===== src/rtl/apb_master_bridge_pkg.sv =====
// Shared definitions for the APB master bridge and its timeout counter.
//  - Default bus widths and the default timeout length.
//  - FSM state encoding: IDLE=2'b00, SETUP=2'b01, ACCESS=2'b10.
//  - Width of the ACCESS-cycle timeout counter.
package apb_master_bridge_pkg;

    localparam int unsigned DEF_ADDR_WIDTH     = 32;
    localparam int unsigned DEF_DATA_WIDTH     = 32;
    localparam int unsigned DEF_TIMEOUT_CYCLES = 16;
    localparam int unsigned CNT_WIDTH          = 8;

    typedef enum logic [1:0] {
        ST_IDLE   = 2'b00,
        ST_SETUP  = 2'b01,
        ST_ACCESS = 2'b10
    } apb_state_t;

endpackage


===== src/rtl/apb_timeout_cnt.sv =====
// ACCESS-phase timeout counter for the APB master bridge.
// Ports:
//  clk      in   rising-edge clock
//  rst      in   asynchronous reset, active high
//  clear    in   zero the count (asserted while in SETUP, i.e. on entry to ACCESS)
//  enable   in   count this cycle (ACCESS with pready low)
//  reached  out  this enabled cycle is the LIMIT-th one without pready
module apb_timeout_cnt
    import apb_master_bridge_pkg::*;
#(
    parameter int unsigned LIMIT = DEF_TIMEOUT_CYCLES
) (
    input  logic clk,
    input  logic rst,
    input  logic clear,
    input  logic enable,
    output logic reached
);

    localparam logic [CNT_WIDTH-1:0] LAST = CNT_WIDTH'(LIMIT - 1);

    logic [CNT_WIDTH-1:0] count_reg;
    logic [CNT_WIDTH-1:0] count_next;

    always_comb begin
        count_next = count_reg;
        if (clear) begin
            count_next = '0;
        end else if (enable) begin
            count_next = count_reg + 1'b1;
        end
    end

    always_ff @(posedge clk or posedge rst) begin
        if (rst) begin
            count_reg <= '0;
        end else begin
            count_reg <= count_next;
        end
    end

    // Flag is combinational so the FSM can leave ACCESS at the end of the
    // very cycle in which the count would hit LIMIT.
    assign reached = enable && (count_reg == LAST);

endmodule


===== src/rtl/apb_master_bridge.sv =====
// APB requester: accepts single read/write commands, runs one APB transfer
// per command, and returns read data plus error/timeout status.
// Ports:
//  clk, rst                          clock, asynchronous active-high reset
//  cmd_valid/cmd_ready               command handshake (ready only in IDLE)
//  cmd_write, cmd_addr, cmd_wdata    command fields, latched at acceptance
//  rsp_valid                         one-cycle completion pulse
//  rsp_rdata, rsp_err, rsp_timeout   response, held until the next rsp_valid
//  psel, penable, pwrite, paddr,
//  pwdata                            APB request outputs (all registered)
//  prdata, pready, pslverr           APB slave responses
module apb_master_bridge
    import apb_master_bridge_pkg::*;
#(
    parameter int unsigned ADDR_WIDTH     = DEF_ADDR_WIDTH,
    parameter int unsigned DATA_WIDTH     = DEF_DATA_WIDTH,
    parameter int unsigned TIMEOUT_CYCLES = DEF_TIMEOUT_CYCLES
) (
    input  logic                  clk,
    input  logic                  rst,
    input  logic                  cmd_valid,
    output logic                  cmd_ready,
    input  logic                  cmd_write,
    input  logic [ADDR_WIDTH-1:0] cmd_addr,
    input  logic [DATA_WIDTH-1:0] cmd_wdata,
    output logic                  rsp_valid,
    output logic [DATA_WIDTH-1:0] rsp_rdata,
    output logic                  rsp_err,
    output logic                  rsp_timeout,
    output logic                  psel,
    output logic                  penable,
    output logic                  pwrite,
    output logic [ADDR_WIDTH-1:0] paddr,
    output logic [DATA_WIDTH-1:0] pwdata,
    input  logic [DATA_WIDTH-1:0] prdata,
    input  logic                  pready,
    input  logic                  pslverr
);

    apb_state_t            state_reg,       state_next;
    logic                  cmd_ready_reg,   cmd_ready_next;
    logic                  psel_reg,        psel_next;
    logic                  penable_reg,     penable_next;
    logic                  pwrite_reg,      pwrite_next;
    logic [ADDR_WIDTH-1:0] paddr_reg,       paddr_next;
    logic [DATA_WIDTH-1:0] pwdata_reg,      pwdata_next;
    logic                  rsp_valid_reg,   rsp_valid_next;
    logic [DATA_WIDTH-1:0] rsp_rdata_reg,   rsp_rdata_next;
    logic                  rsp_err_reg,     rsp_err_next;
    logic                  rsp_timeout_reg, rsp_timeout_next;

    logic cnt_clear;
    logic cnt_enable;
    logic cnt_reached;

    // SETUP always lasts one cycle, so clearing there zeroes the counter
    // exactly on entry to ACCESS.
    assign cnt_clear  = (state_reg == ST_SETUP);
    assign cnt_enable = (state_reg == ST_ACCESS) && !pready;

    apb_timeout_cnt #(
        .LIMIT   (TIMEOUT_CYCLES)
    ) u_timeout_cnt (
        .clk     (clk),
        .rst     (rst),
        .clear   (cnt_clear),
        .enable  (cnt_enable),
        .reached (cnt_reached)
    );

    always_comb begin
        state_next       = state_reg;
        cmd_ready_next   = cmd_ready_reg;
        psel_next        = psel_reg;
        penable_next     = penable_reg;
        pwrite_next      = pwrite_reg;
        paddr_next       = paddr_reg;
        pwdata_next      = pwdata_reg;
        rsp_valid_next   = 1'b0;
        rsp_rdata_next   = rsp_rdata_reg;
        rsp_err_next     = rsp_err_reg;
        rsp_timeout_next = rsp_timeout_reg;

        case (state_reg)
            ST_IDLE: begin
                if (cmd_valid && cmd_ready_reg) begin
                    state_next     = ST_SETUP;
                    cmd_ready_next = 1'b0;
                    psel_next      = 1'b1;
                    penable_next   = 1'b0;
                    pwrite_next    = cmd_write;
                    paddr_next     = cmd_addr;
                    pwdata_next    = cmd_write ? cmd_wdata : '0;
                end
            end
            ST_SETUP: begin
                state_next   = ST_ACCESS;
                penable_next = 1'b1;
            end
            ST_ACCESS: begin
                // pready is tested first so a ready in the limit cycle
                // still completes the transfer normally.
                if (pready) begin
                    state_next       = ST_IDLE;
                    cmd_ready_next   = 1'b1;
                    psel_next        = 1'b0;
                    penable_next     = 1'b0;
                    rsp_valid_next   = 1'b1;
                    rsp_rdata_next   = pwrite_reg ? '0 : prdata;
                    rsp_err_next     = pslverr;
                    rsp_timeout_next = 1'b0;
                end else if (cnt_reached) begin
                    state_next       = ST_IDLE;
                    cmd_ready_next   = 1'b1;
                    psel_next        = 1'b0;
                    penable_next     = 1'b0;
                    rsp_valid_next   = 1'b1;
                    rsp_rdata_next   = '0;
                    rsp_err_next     = 1'b1;
                    rsp_timeout_next = 1'b1;
                end
            end
            default: begin
                state_next     = ST_IDLE;
                cmd_ready_next = 1'b1;
                psel_next      = 1'b0;
                penable_next   = 1'b0;
            end
        endcase
    end

    always_ff @(posedge clk or posedge rst) begin
        if (rst) begin
            state_reg       <= ST_IDLE;
            cmd_ready_reg   <= 1'b1;
            psel_reg        <= 1'b0;
            penable_reg     <= 1'b0;
            pwrite_reg      <= 1'b0;
            paddr_reg       <= '0;
            pwdata_reg      <= '0;
            rsp_valid_reg   <= 1'b0;
            rsp_rdata_reg   <= '0;
            rsp_err_reg     <= 1'b0;
            rsp_timeout_reg <= 1'b0;
        end else begin
            state_reg       <= state_next;
            cmd_ready_reg   <= cmd_ready_next;
            psel_reg        <= psel_next;
            penable_reg     <= penable_next;
            pwrite_reg      <= pwrite_next;
            paddr_reg       <= paddr_next;
            pwdata_reg      <= pwdata_next;
            rsp_valid_reg   <= rsp_valid_next;
            rsp_rdata_reg   <= rsp_rdata_next;
            rsp_err_reg     <= rsp_err_next;
            rsp_timeout_reg <= rsp_timeout_next;
        end
    end

    assign cmd_ready   = cmd_ready_reg;
    assign psel        = psel_reg;
    assign penable     = penable_reg;
    assign pwrite      = pwrite_reg;
    assign paddr       = paddr_reg;
    assign pwdata      = pwdata_reg;
    assign rsp_valid   = rsp_valid_reg;
    assign rsp_rdata   = rsp_rdata_reg;
    assign rsp_err     = rsp_err_reg;
    assign rsp_timeout = rsp_timeout_reg;

endmodule


===== config.mk =====
export PLATFORM = sky130hd
export DESIGN_NAME = apb_master_bridge
export DESIGN_NICKNAME = d
export VERILOG_FILES = /design/src/rtl/apb_master_bridge_pkg.sv /design/src/rtl/apb_timeout_cnt.sv /design/src/rtl/apb_master_bridge.sv
export SDC_FILE = /design/constraint.sdc
export NUM_CORES = 1
export LEC_CHECK = 0
export CORE_ASPECT_RATIO = 1.5
export CORE_MARGIN = 4
export CORE_UTILIZATION = 40
export CTS_CLUSTER_DIAMETER = 150
export DETAILED_ROUTE_END_ITERATION = 10
export HOLD_SLACK_MARGIN = 0.03
export PLACE_DENSITY_LB_ADDON = 0.15
export SLEW_MARGIN = 0
export SYNTH_ARGS = -nofsm -noshare
export SYNTH_HDL_FRONTEND = slang
export SYNTH_SLANG_ARGS = --single-unit

===== constraint.sdc =====
create_clock -name clk -period 4.95 [get_ports clk]
set_input_delay 0.7425 -clock clk [delete_from_list [all_inputs] [get_ports clk]]
set_output_delay 0.7425 -clock clk [all_outputs]
set_load 0.01 [all_outputs]

==> impl_metrics.json <==
{
  "status": "finished, final reports clean",
  "synthFlopType": "dfrtp_1",
  "portBuffers": 204,
  "slowest_delay_ns": 1.21,
  "start_util_pct": 41.5,
  "die_h_microns": 140,
  "grt_max_degree": 80,
  "placed_cell_area_sq_um": 6780,
  "cp_max_fo": 34,
  "synth_top_family_by_area": "simple AND/OR/NAND/NOR gates",
  "root_buffer": "clkbuf_16",
  "max_cap_violations": 0,
  "r2r_setup_slack_ns": 2.19,
  "design_area_sq_um": 7380,
  "grt_antenna_before_repair": 0,
  "synth_edf_count": 0,
  "cts.htree.levels": 4,
  "gp_congestion": 0.810,
  "synth_cells": 390,
  "crit_cells": 3,
  "tightest_slew_ns": 1.25,
  "overflow": 0,
  "dr.pass1.iters": 4,
  "period_share_pct": 55.7,
  "grt_pass1_wl_microns": 20100,
  "cts_resized": 0,
  "cts_buffers": 17,
  "clockBufferDepth": 2,
  "cellLeakagePower_uw": 0.00309,
  "tns_ns": 0,
  "clk_latency_ns": 0.40,
  "grt_use_total_pct": 19.4,
  "peakVddDrop_v": 0.000285,
  "cts.sinks": 113,
  "synth.area.mux_share_pct": 9.30,
  "slew_headroom_pct": 16.8,
  "end_kind": "register",
  "path_delay_family": "simple AND/OR/NAND/NOR gates",
  "cp_cell_sequence": "nand2b_1 > nor3b_4 > a221o_1",
  "n_antenna_cell": 0,
  "clk_pin_slew_ns": 0.05,
  "crit_slowest_cell": "nor3b_4",
  "place_hpwl_microns": 9110,
  "via_per_inst": 5.06,
  "fin_skew_ns": 0.0101,
  "holdCritPathClass": "register to register",
  "die_area_sq_um": 13400,
  "hold_depth": 2,
  "crit_buf_inv": 0,
  "drt_iter0_drc": 98,
  "post-route-min-period_ns": 2.76,
  "drive_above_1_share_pct": 8.33,
  "cts_tree": "done",
  "synth_compound_area_share_pct": 12.2,
  "path_class": "register to register",
  "crit_arrival_ns": 3.09,
  "ys_seq_elements": 113,
  "num_vias": 3777,
  "synth_nets": 493,
  "fp.dieW_microns": 96.0,
  "start_kind": "register",
  "ys_types": 36,
  "cts_hold_buf": 0,
  "area_growth_pct": 59.0,
  "final.setup.worst_slack_ns": 2.19,
  "ant_nets": 0,
  "max_freq_mhz": 363,
  "postSynth.asyncResetShare_pct": 100,
  "avgSynthCellArea_sq_um": 11.9,
  "yosysWarnings": 0,
  "setup_viol": 0,
  "power.density_nw_per_um2": 644,
  "nets": 692,
  "required_ns": 5.28,
  "wl_per_cell_microns": 17.0,
  "drc": 0,
  "num_io_pins": 205,
  "rsz0062_at_grt": "false",
  "post_cts_buffers": 0,
  "core-area_sq_um": 11200,
  "rows": 47,
  "synthXorXnorAreaFrac_pct": 0.189,
  "synth_area_sq_um": 4640,
  "place_ws_ns": 1.96,
  "hold_violations": 0,
  "n_fill_cell": 892,
  "synth_simple_gate_area_share_pct": 13.7,
  "wirelength_microns": 12700,
  "grt_pass1_vias": 4000,
  "synth-seq-area-share_pct": 60.9,
  "drv_slew": 0,
  "rr_worst_depth": 3,
  "synthAdderAreaFrac_pct": 0.270
}
## power breakdown
group / total (uW) / switching, uW / internal [uW] / leakage (uW)
clock network: 1250 / 405 / 843 / 0.000301
registers: 1600 / 261 / 1340 / 0.00134
logic: 1900 / 782 / 1120 / 0.00145
## Yosys cell counts (3+ instances only)
library cell / count / area share [%]
nand3_1: 6 / 0.65
dfrtp_1: 112 / 60
buf_2: 9 / 0.97
o21ai_0: 25 / 2.7
and2_1: 32 / 4.3
buf_6: 3 / 0.73
inv_1: 5 / 0.40
o21ai_1: 10 / 1.1
mux2_2: 9 / 2.2
a221o_1: 31 / 6.7
clkbuf_1: 14 / 1.1
nand2_1: 74 / 6.0
a21oi_1: 3 / 0.32
mux2_1: 24 / 5.8
mux2i_1: 6 / 1.3
nand2b_1: 4 / 0.54
## area by class of cell
type | instances | area (sq um) | share of cell area, %
Timing Repair Buffer | 207 | 2060 | 28.0
Tap cell | 147 | 184 | 2.49
Inverter | 5 | 21.3 | 0.288
Sequential cell | 113 | 2830 | 38.3
Multi-Input combinational cell | 245 | 1680 | 22.7
Clock buffer | 18 | 439 | 5.95
Clock inverter | 12 | 166 | 2.25
## layout by cell type (no fill, tap or decap), drive strengths merged, types with 2 or more instances in the layout
cell type	count
a21oi	5
a221o	31
and2	32
buf	3
bufinv	4
clkbuf	18
clkdlybuf4s50	204
clkinv	7
dfrtp	112
inv	5
mux2	33
mux2i	6
nand2	74
nand2b	4
nand3	6
nor3b	2
o21ai	35
o2bb2ai	2
## tightest hold or removal path: stages, from the launching register on
cell     delay [ns]
dfrtp_1        0.33
nand2_1        0.04
o21ai_0        0.06
## cells by family after synthesis
kind of cell	after synthesis
AO/OA/AOI/OAI	77
XOR/XNOR	1
adder cells (fa/ha/maj)	1
buffers and inverters	32
flip-flops	113
multiplexers	39
AND/OR/NAND/NOR	127
## path summary, 6_finish.rpt
check,start,to
min in group asynchronous,rst,paddr[23]
max in group asynchronous,rst,rsp_rdata[11]
worst max register to register,state_reg[0],rsp_rdata[4]
worst min register to register,pwdata[20],pwdata[20]
worst min-delay path,pwdata[20],pwdata[20]
worst max-delay path,state_reg[0],rsp_rdata[4]
## per-layer routing
metal  GRT usage, %  wire length [microns]  share of wire, %
met1           22.3                   5000                39
met3           6.81                    983               7.7
met4           6.45                    231               1.8
met2           33.2                   6510                51
met5              0                      0                 0
## through the flow
stage                     cells  hold WS [ns]  power, uW  utilization, %
after CTS                   747         0.483       4820            66.1
after global placement      717         0.464       3480            60.6
after floorplan             390         0.478       2460               -
after global routing        747         0.495       5050            66.1
after detailed placement    717         0.471       3540            60.6
final                       747         0.476       4750            66.1
Note: power is estimated with default switching activity, not from simulation.
